### src/rtl/led_pkg.sv
// Shared constants for the LED pixel path: frame geometry, GRB channel layout and the
// per-channel brightness scaler.
package led_pkg;

    localparam int unsigned LED_NUM_LEDS = 150;
    localparam int unsigned LED_IDX_W    = 8;
    localparam int unsigned LED_COLOR_W  = 24;
    localparam int unsigned LED_CHAN_W   = 8;

    // GRB word layout: G = 23:16, R = 15:8, B = 7:0
    localparam int unsigned LED_G_LSB = 16;
    localparam int unsigned LED_R_LSB = 8;
    localparam int unsigned LED_B_LSB = 0;

    // Rounded scale; full-scale brightness passes the channel through untouched.
    function automatic logic [7:0] led_scale_chan(input logic [7:0] chan, input logic [7:0] bright);
        logic [15:0] prod;
        prod = 16'(chan) * 16'(bright) + 16'd128;
        return (bright == 8'hFF) ? chan : prod[15:8];
    endfunction

endpackage

### src/rtl/led_pixel_fifo.sv
// Small first-word-fall-through FIFO carrying a pixel word plus its LED index.
// A push into a full FIFO is dropped unless a pop happens on the same edge.
module led_pixel_fifo #(
    parameter int unsigned Depth = 4,
    parameter int unsigned DataW = 24,
    parameter int unsigned IdxW  = 8
) (
    input  logic             clk_i,
    input  logic             rst_i,
    input  logic             push_i,
    input  logic [DataW-1:0] data_i,
    input  logic [IdxW-1:0]  idx_i,
    input  logic             pop_i,
    output logic [DataW-1:0] data_o,
    output logic [IdxW-1:0]  idx_o,
    output logic             empty_o,
    output logic             drop_o
);

    localparam int unsigned PtrW = $clog2(Depth);

    logic [PtrW:0]    wr_ptr_q, wr_ptr_d;
    logic [PtrW:0]    rd_ptr_q, rd_ptr_d;
    logic [DataW-1:0] data_mem_q [Depth];
    logic [IdxW-1:0]  idx_mem_q  [Depth];
    logic             full;
    logic             do_pop;
    logic             do_push;

    assign empty_o = (wr_ptr_q == rd_ptr_q);
    assign full    = (wr_ptr_q[PtrW] != rd_ptr_q[PtrW]) &&
                     (wr_ptr_q[PtrW-1:0] == rd_ptr_q[PtrW-1:0]);
    assign do_pop  = pop_i && !empty_o;
    assign do_push = push_i && (!full || do_pop);
    assign drop_o  = push_i && !do_push;
    assign data_o  = data_mem_q[rd_ptr_q[PtrW-1:0]];
    assign idx_o   = idx_mem_q[rd_ptr_q[PtrW-1:0]];

    always_comb begin
        wr_ptr_d = wr_ptr_q + {{PtrW{1'b0}}, do_push};
        rd_ptr_d = rd_ptr_q + {{PtrW{1'b0}}, do_pop};
    end

    always_ff @(posedge clk_i or posedge rst_i) begin
        if (rst_i) begin
            wr_ptr_q <= '0;
            rd_ptr_q <= '0;
            for (int i = 0; i < int'(Depth); i++) begin
                data_mem_q[i] <= '0;
                idx_mem_q[i]  <= '0;
            end
        end else begin
            wr_ptr_q <= wr_ptr_d;
            rd_ptr_q <= rd_ptr_d;
            if (do_push) begin
                data_mem_q[wr_ptr_q[PtrW-1:0]] <= data_i;
                idx_mem_q[wr_ptr_q[PtrW-1:0]]  <= idx_i;
            end
        end
    end

endmodule

### src/rtl/led_pixel_fetcher.sv
// Fetches the selected LED's GRB word from pixel RAM, scales it and queues it for the serializer.
// Define LED_PIXEL_FETCHER_BRIGHTNESS_EN to apply global brightness; otherwise words pass unscaled.
module led_pixel_fetcher
    import led_pkg::*;
#(
    parameter int unsigned NUM_LEDS   = LED_NUM_LEDS,
    parameter int unsigned IDX_W      = LED_IDX_W,
    parameter int unsigned COLOR_W    = LED_COLOR_W,
    parameter int unsigned FIFO_DEPTH = 4
) (
    input  logic               led_clock,
    input  logic               led_counter_reset,
    input  logic [IDX_W-1:0]   led_counter,
    input  logic               frame_active,
    input  logic [7:0]         brightness,
    input  logic [COLOR_W-1:0] ram_rdata,
    input  logic               pix_ready,
    output logic [IDX_W-1:0]   ram_addr,
    output logic               ram_re,
    output logic [COLOR_W-1:0] pix_data,
    output logic [IDX_W-1:0]   pix_index,
    output logic               pix_valid,
    output logic               frame_done,
    output logic               overflow
);

    localparam logic [IDX_W-1:0] IdleIdx = IDX_W'(NUM_LEDS);

    logic               fetch;
    logic [IDX_W-1:0]   ram_addr_q, ram_addr_d;
    logic [IDX_W-1:0]   last_idx_q, last_idx_d;
    logic               ram_re_q, ram_re_d;
    logic               s1_valid_q;
    logic [IDX_W-1:0]   s1_idx_q;
    logic               s2_valid_q;
    logic [IDX_W-1:0]   s2_idx_q;
    logic [COLOR_W-1:0] s2_data_q, s2_data_d;
    logic               frame_done_q, frame_done_d;
    logic               overflow_q, overflow_d;
    logic               fifo_empty;
    logic               fifo_drop;
    logic               pop;

    assign fetch = frame_active && (led_counter < IdleIdx) && (led_counter != last_idx_q);

    always_comb begin
        ram_addr_d = ram_addr_q;
        last_idx_d = last_idx_q;
        ram_re_d   = fetch;
        if (fetch) begin
            ram_addr_d = led_counter;
            last_idx_d = led_counter;
        end
    end

    // ram_rdata lines up with S1, so it is scaled on its way into S2
    always_comb begin
        s2_data_d = ram_rdata;
`ifdef LED_PIXEL_FETCHER_BRIGHTNESS_EN
        s2_data_d[LED_G_LSB +: LED_CHAN_W] =
            led_scale_chan(ram_rdata[LED_G_LSB +: LED_CHAN_W], brightness);
        s2_data_d[LED_R_LSB +: LED_CHAN_W] =
            led_scale_chan(ram_rdata[LED_R_LSB +: LED_CHAN_W], brightness);
        s2_data_d[LED_B_LSB +: LED_CHAN_W] =
            led_scale_chan(ram_rdata[LED_B_LSB +: LED_CHAN_W], brightness);
`endif
    end

`ifndef LED_PIXEL_FETCHER_BRIGHTNESS_EN
    logic unused_brightness;
    assign unused_brightness = ^brightness;
`endif

    assign pop          = pix_valid && pix_ready;
    assign frame_done_d = pop && (pix_index == '0);
    assign overflow_d   = overflow_q || fifo_drop;

    always_ff @(posedge led_clock or posedge led_counter_reset) begin
        if (led_counter_reset) begin
            ram_addr_q   <= '0;
            ram_re_q     <= 1'b0;
            last_idx_q   <= IdleIdx;
            s1_valid_q   <= 1'b0;
            s1_idx_q     <= '0;
            s2_valid_q   <= 1'b0;
            s2_idx_q     <= '0;
            s2_data_q    <= '0;
            frame_done_q <= 1'b0;
            overflow_q   <= 1'b0;
        end else begin
            ram_addr_q   <= ram_addr_d;
            ram_re_q     <= ram_re_d;
            last_idx_q   <= last_idx_d;
            s1_valid_q   <= ram_re_q;
            s1_idx_q     <= ram_addr_q;
            s2_valid_q   <= s1_valid_q;
            s2_idx_q     <= s1_idx_q;
            s2_data_q    <= s2_data_d;
            frame_done_q <= frame_done_d;
            overflow_q   <= overflow_d;
        end
    end

    led_pixel_fifo #(
        .Depth (FIFO_DEPTH),
        .DataW (COLOR_W),
        .IdxW  (IDX_W)
    ) u_fifo (
        .clk_i   (led_clock),
        .rst_i   (led_counter_reset),
        .push_i  (s2_valid_q),
        .data_i  (s2_data_q),
        .idx_i   (s2_idx_q),
        .pop_i   (pop),
        .data_o  (pix_data),
        .idx_o   (pix_index),
        .empty_o (fifo_empty),
        .drop_o  (fifo_drop)
    );

    assign ram_addr   = ram_addr_q;
    assign ram_re     = ram_re_q;
    assign pix_valid  = !fifo_empty;
    assign frame_done = frame_done_q;
    assign overflow   = overflow_q;

endmodule

### config.mk
export PLATFORM = sky130hd
export DESIGN_NAME = led_pixel_fetcher
export DESIGN_NICKNAME = d
export VERILOG_FILES = /design/src/rtl/led_pkg.sv /design/src/rtl/led_pixel_fifo.sv /design/src/rtl/led_pixel_fetcher.sv
export SDC_FILE = /design/constraint.sdc
export NUM_CORES = 1
export LEC_CHECK = 0
export ABC_AREA = 1
export ABC_CLOCK_PERIOD_IN_PS = 6500
export BUFFER_PORTS_ARGS = -buffer_cell sky130_fd_sc_hd__buf_4
export CORE_ASPECT_RATIO = 0.9
export CORE_MARGIN = 3
export CORE_UTILIZATION = 53
export DETAILED_ROUTE_END_ITERATION = 7
export PLACE_DENSITY = 0.87
export REMOVE_ABC_BUFFERS = 1
export SLEW_MARGIN = 5
export SYNTH_ARGS = -nofsm -noshare
export SYNTH_HDL_FRONTEND = slang
export SYNTH_SLANG_ARGS = --single-unit
### constraint.sdc
create_clock -name led_clock -period 6.5 [get_ports led_clock]
set_clock_uncertainty 0.2 [all_clocks]
set_input_delay 1.3 -clock led_clock [delete_from_list [all_inputs] [get_ports led_clock]]
set_output_delay 1.3 -clock led_clock [all_outputs]
set_load 0.01 [all_outputs]
==> results of run 1 <==
==> cell usage after synthesis <==
library cell | instances | area share (%)
o22ai_1 | 24 | 1.8
a21oi_1 | 1 | 0.060
buf_1 | 11 | 0.50
dfrtp_1 | 187 | 56
xnor2_1 | 6 | 0.63
nor2_2 | 2 | 0.15
clkbuf_1 | 31 | 1.4
buf_2 | 31 | 1.9
nand4_1 | 129 | 9.7
dfstp_2 | 4 | 1.3
nand2_4 | 1 | 0.14
clkinv_1 | 1 | 0.045
xor2_1 | 4 | 0.42
nand3_2 | 3 | 0.36
o21ai_0 | 49 | 2.9
o21bai_1 | 1 | 0.090
nand3_1 | 27 | 1.6
inv_1 | 29 | 1.3
nand2_1 | 349 | 16
ha_1 | 4 | 0.60
nor2_1 | 58 | 2.6
buf_4 | 7 | 0.63
==> cell type report <==
class / count / area (um^2) / area share, %
clock inverter: 6 / 33.8 / 0.358
inverter: 30 / 120 / 1.27
sequential: 191 / 4790 / 50.7
timing repair buffer: 89 / 668 / 7.08
tap: 198 / 248 / 2.62
clock buffer: 24 / 502 / 5.31
multi-input combinational: 658 / 3080 / 32.6
==> layer usage <==
| metal | vias up | track usage (%) | share of wire (%) |
|---|---|---|---|
| met4 | 0 | 9.59 | 1.8 |
| met1 | 3376 | 31.4 | 40 |
| met2 | 338 | 38.9 | 49 |
| met5 | - | 0 | 0 |
| met3 | 32 | 6.53 | 9.2 |
| li1 | 3254 | - | - |
==> final timing paths <==
kind,start,end,cells past startpoint
min,s1_idx_q[6],s2_idx_q[6],0
max reg2reg,u_fifo.rd_ptr_q[0],u_fifo.data_mem_q[14],7
max,u_fifo.rd_ptr_q[1],pix_data[6],4
min reg2reg,s1_idx_q[6],s2_idx_q[6],0
min in group asynchronous,led_counter_reset,s2_data_q[21],2
max in group asynchronous,led_counter_reset,u_fifo.data_mem_q[54],3
==> sequential cells by signal, summed over array words and instances (netlist names) <==
| signal | cells |
|---|---|
| frame_done | 1 |
| last_idx_q | 4 |
| overflow | 1 |
| ram_addr | 8 |
| ram_re | 1 |
| s1_idx_q | 8 |
| s1_valid_q | 1 |
| s2_data_q | 24 |
| s2_idx_q | 8 |
| s2_valid_q | 1 |
| u_fifo.data_mem_q | 96 |
| u_fifo.idx_mem_q | 32 |
| u_fifo.rd_ptr_q | 3 |
| u_fifo.wr_ptr_q | 3 |
==> critical path: stages, from the launching register on <==
cell and delay, ps:
dfrtp_1 370, inv_1 820, o21ai_0 270, o22ai_1 280, buf_4 180
==> power by group through the flow <==
| stage | clock, mW | sequential [mW] | combinational, mW |
|---|---|---|---|
| 3_3_place_gp | 0 | 1.86 | 1.88 |
| 3_5_place_dp | 0 | 1.88 | 1.93 |
| 4_1_cts | 0.968 | 1.87 | 1.94 |
| 6_report | 0.957 | 1.88 | 1.95 |
| 5_1_grt | 1.02 | 1.92 | 2.16 |
| 2_1_floorplan | 0 | 1.86 | 1.12 |
==> cell families after synthesis <==
| kind of cell | count (synthesis) |
|---|---|
| AOI/OAI and AO/OA | 75 |
| xor gates and xnor gates | 10 |
| adders and majority gates | 4 |
| buffers and inverters | 110 |
| DFF | 191 |
| and+or+nand+nor | 569 |
==> metrics by stage <==
step / hold slack, ps / instances
floorplan: 131 / 879
global placement: 132 / 1166
detailed placement: 135 / 1166
CTS: 145 / 1196
global route: 152 / 1196
finish: 142 / 1196
==> results.md, run 1 <==
* Status: finished, final reports clean
* Critical path class: flop to output port
* Compound-Gate Fraction of Synth Area at 4.90%
* Core area at 15000 um^2
* Main combinational cell family by area after synthesis: simple AND/OR/NAND/NOR gates
* Syn-to-layout area delta at 13.3%
* I/O Buffers at 79
* Mapped Cells at 959
* Worst min-delay path class: flop to flop
* Worst-path fanout max at 32
* DRT Pass-1 Iters at 6
* Starting Density at 55.4%
* WP data required at 5000 ps
* Drt total wl at 20.5 mm
* # IOs at 88
* Root Buffer: clkbuf_16
* Share of cells above drive strength 1 at 13.4%
* Worst-Skew Late Latency at 440 ps
* Post-route ant nets at 0
* Final setup vio count at 0
* Largest net degree at the start of global routing at 138
* CTS tree: done
* Actual slew at the worst max-slew pin at 1140 ps
* Synth unique cells at 22
* RSZ-0062 raised after global routing: no
* Multiplexer share of the synthesized area at 0%
* DRT iter0 DRCs at 853
* Logic pwr share at 40.7%
* CP endpoint kind: output port
* H-Tree Depth at 4
* YS warnings at 0
* Die area at 17300 um^2
* Die Span Y at 125 um
* Internal at 2.84 mW
* Via count at 7000
* Routability cong. at 0.828
* Nets at 1035
* Number of CTS-inserted buffers at 17
* Post-CTS sizing at 0
* Fin area at 9440 um^2
* DP Area at 8910 um^2
* Fraction of the mapped netlist area in adder cells at 0.601%
* Tot Pwr at 4.78 mW
* Longest Clk Path Bufs at 2
* Avg Cell Area, Syn at 8.69 um^2
* Final TNS setup at 0 ps
* Sink Count at 191
* Clk pwr share at 20.0%
* R2r setup slk at 2980 ps
* Vias per cell at 5.85
* Initial antenna violation count at 0
* Overflow after GRT at 0
* Hpwl dp at 10.6 mm
* Gr usage total at 24.1%
* Synth Area in Simple Gates at 30.3%
* Data arrival, critical path at 2370 ps
* Net switching power at 1.94 mW
* PnR worst setup slack at 2630 ps
* Setup WS pre-CTS at 3000 ps
* Layout Utilization at 62.8%
* Fmax at 258 MHz
* DRC at 0
* Hold_buf cts at 0
* Filler cell count at 1240
* PwrDens at 507 nW/um^2
* Pins over their slew limit at 0
* Commonest non-fill, non-tap cell in the layout: nand2_1
* Number of max-cap violations at 0
* Hold Fails Final Rpt at 0
* DR WL/cell at 17.2 um
* Seq cells post-synth at 191
* Max IR drop VDD at 310 uV
* Fin crit share at 59.6%
* Reg clk slew, reported paths at 60 ps
* First-pass GRT wire length at 34.1 mm
* Post-Syn Area at 8330 um^2
* Post-layout min period at 3870 ps
* Reg power frac at 39.3%
* Sw frac at 40.5%
* Slew headroom at 23.7%
* Site row count at 42
* Antenna diodes at 0
* Startpoint types: flop
* Die Span X at 138 um
* Commonest cells after routing, fill and taps aside: nand2_1 (349), dfrtp_1 (185), nand4_1 (129), buf_4 (89), nor2_1 (55)
* Sequential cell area fraction in the yosys report at 57.4%
* XOR/XNOR Fraction of Synth Area at 1.05%
* Postcts setup bufs at 0
* Number of global-route vias before repair at 6880
* LEAKAGE at 4.87 nW
Note: power is estimated with default switching activity, not from simulation.
==> run 2, diff against run 1 <==
--- a/config.mk
+++ b/config.mk
@@ -6,7 +6,7 @@
 export NUM_CORES = 1
 export LEC_CHECK = 0
 export ABC_AREA = 1
-export ABC_CLOCK_PERIOD_IN_PS = 6500
+export ABC_CLOCK_PERIOD_IN_PS = 3200
 export BUFFER_PORTS_ARGS = -buffer_cell sky130_fd_sc_hd__buf_4
 export CORE_ASPECT_RATIO = 0.9
 export CORE_MARGIN = 3
==> constraint.sdc (replaced) <==
create_clock -name led_clock -period 3.2 [get_ports led_clock]
set_clock_uncertainty 0.2 [all_clocks]
set_input_delay 0.64 -clock led_clock [delete_from_list [all_inputs] [get_ports led_clock]]
set_output_delay 0.64 -clock led_clock [all_outputs]
set_load 0.01 [all_outputs]
==> run 2 against run 1 <==
  * Sequential power grew 100%
  * Sequential share of layout area shrank 0.87 points
  * Power grew 110%
  * Die area is the same
  * Largest cell class unchanged
  * Highest routed layer unchanged
==> results.md, run 2 (synthesized netlist as in run 1, its figures left out) <==
* Sink Count at 191 (unchanged)
* Root Buffer: clkbuf_16
* Die Span Y at 125 um (unchanged)
* Antenna diodes at 0 (unchanged)
* Worst-Skew Late Latency at 430 ps (about the same)
* Largest regs: u_fifo.data_mem_q (96), u_fifo.idx_mem_q (32), s2_data_q (24)
* Drt total wl at 20.8 mm (+1.2%)
* Startpoint types: flop
* Reg clk slew, reported paths at 60 ps (about the same)
* Actual slew at the worst max-slew pin at 959 ps (-185 ps)
* Postcts setup bufs at 0 (unchanged)
* Post-CTS sizing at 0 (unchanged)
* Internal at 5.91 mW (+110%)
* # IOs at 88 (unchanged)
* Routability cong. at 0.835 (+0.89%)
* Syn-to-layout area delta at 15.3%
* First-pass GRT wire length at 33.9 mm (-0.81%)
* DRT Pass-1 Iters at 5 (-1)
* Clk pwr share at 19.9% (about the same)
* Critical path class: flop to output port
* Pins over their slew limit at 0 (unchanged)
* Post-route ant nets at 0 (unchanged)
* Hpwl dp at 11.6 mm (+9.6%)
* DR WL/cell at 17.2 um (+0.19%)
* Fmax at 333 MHz
* CTS tree: done
* H-Tree Depth at 4 (unchanged)
* RSZ-0062 raised after global routing: no
* CP bufs+invs at 4 (+2)
* Net switching power at 3.96 mW (+100%)
* Max reg flops at 96 (unchanged)
* Fin crit share at 94.0%
* Critical Path, Cell by Cell: clkinv_1 -> buf_12 -> nand2_1 -> nand3_1 -> nand2_1 -> inv_1 -> buf_4
* LEAKAGE at 4.95 nW (+1.5%)
* Site row count at 42 (unchanged)
* WP data required at 2360 ps (-2640 ps)
* Share of cells above drive strength 1 at 13.9% (+0.43 points)
* Hold Fails Final Rpt at 0 (unchanged)
* DRT iter0 DRCs at 687 (-19%)
* Slowest-stage cell, CP: dfrtp_2
* Data arrival, critical path at 2170 ps (-200 ps)
* Gr usage total at 23.9% (-0.19 points)
* Worst-path fanout max at 64 (+100%)
* Hold_buf cts at 0 (unchanged)
* DP Area at 9060 um^2 (+1.8%)
* DRC at 0 (unchanged)
* Worst min-delay path class: input port to asynchronous set/reset pin
* Reg power frac at 38.8% (-0.5 points)
* Number of global-route vias before repair at 6666 (-3.1%)
* PwrDens at 1030 nW/um^2 (+100%)
* Die area at 17300 um^2 (unchanged)
* Longest Clk Path Bufs at 2 (unchanged)
* Layout Utilization at 63.9% (+1.1 points)
* Max IR drop VDD at 490 uV (+58%)
* CP top delay family: buffers and inverters
* CP dominant cell by count: nand2_1
* Nets at 1045 (+0.97%)
* Worst path max stage delay at 660 ps (-160 ps)
* Largest Register: u_fifo.data_mem_q
* Largest net degree at the start of global routing at 93 (-33%)
* Number of CTS-inserted buffers at 17 (unchanged)
* Overflow after GRT at 0 (unchanged)
* Commonest non-fill, non-tap cell in the layout: nand2_1
* Logic pwr share at 41.3% (+0.6 points)
* Post-layout min period at 3010 ps
* I/O Buffers at 79 (unchanged)
* CP endpoint kind: output port
* Sw frac at 40.1% (-0.41 points)
* Fin area at 9610 um^2 (+1.7%)
* Vias per cell at 5.87 (+0.25%)
* Via count at 7088 (+1.3%)
* Status: finished, final reports clean
* Slew headroom at 36.1% (+12 points)
* Final setup vio count at 0 (unchanged)
* Commonest cells after routing, fill and taps aside: nand2_1 (349), dfrtp_1 (185), nand4_1 (129), buf_4 (92), nor2_1 (55)
* Initial antenna violation count at 0 (unchanged)
* Starting Density at 55.4% (unchanged)
* Number of max-cap violations at 0 (unchanged)
* Core area at 15000 um^2 (unchanged)
* Die Span X at 138 um (unchanged)
## run 2: final timing paths
kind | from | to | slack (ps) | cells past startpoint
min reg2reg | s1_idx_q[1] | s2_idx_q[1] | 150 | 0
max reg2reg | u_fifo.rd_ptr_q[1] | u_fifo.idx_mem_q[19] | 730 | 8
max in group asynchronous | led_counter_reset | u_fifo.rd_ptr_q[0] | 1890 | 3
min in group led_clock | ram_rdata[3] | s2_data_q[3] | 110 | 1
max | u_fifo.rd_ptr_q[0] | pix_index[2] | 190 | 7
min | led_counter_reset | u_fifo.data_mem_q[21] | 50 | 2
## run 2: per-layer routing
metal  vias up  track usage [%]  part of all wire, %  routed length, um
met4         0             9.30                  1.7                347
met1      3423             32.7                   41               8590
met2       352             38.1                   48              10100
li1       3278                -                    -                  -
met3        35             4.93                  8.5               1770
met5         -                0                    0                  0
## run 2: worst reg2reg max path: cells and delay by family (launching register included)
family | cells | cell delay [ps]
and+or+nand+nor | 5 | 880
buffers and inverters | 2 | 720
DFF | 1 | 350
xor gates and xnor gates | 1 | 210
## run 2: area by class of cell
type | count | area, um^2
timing repair buffer | 99 | 831
sequential | 191 | 4790
clock buffer | 26 | 479
multi-input combinational | 658 | 3080
clock inverter | 6 | 62.6
fill | 1192 | 5420
tap | 198 | 248
inverter | 30 | 120
## run 2: stage by stage
stage	instances	setup slack [ps]	hold WS [ps]	total power, mW	setup TNS [ps]
global route	1208	79.0	95.2	10.5	0
CTS	1208	198	94.5	9.87	0
detailed placement	1176	661	135	7.87	0
floorplan	879	-2830	131	6.05	-650600
global placement	1176	756	131	7.72	0
finish	1208	193	45.1	9.87	0
## run 2: power by group through the flow
| stage | clock network (mW) | registers, mW | logic [mW] |
|---|---|---|---|
| 6_report | 1.97 | 3.83 | 4.08 |
| 5_1_grt | 2.11 | 3.92 | 4.49 |
| 4_1_cts | 1.99 | 3.81 | 4.07 |
| 3_5_place_dp | 0 | 3.83 | 4.04 |
| 3_3_place_gp | 0 | 3.79 | 3.93 |
| 2_1_floorplan | 0 | 3.79 | 2.27 |
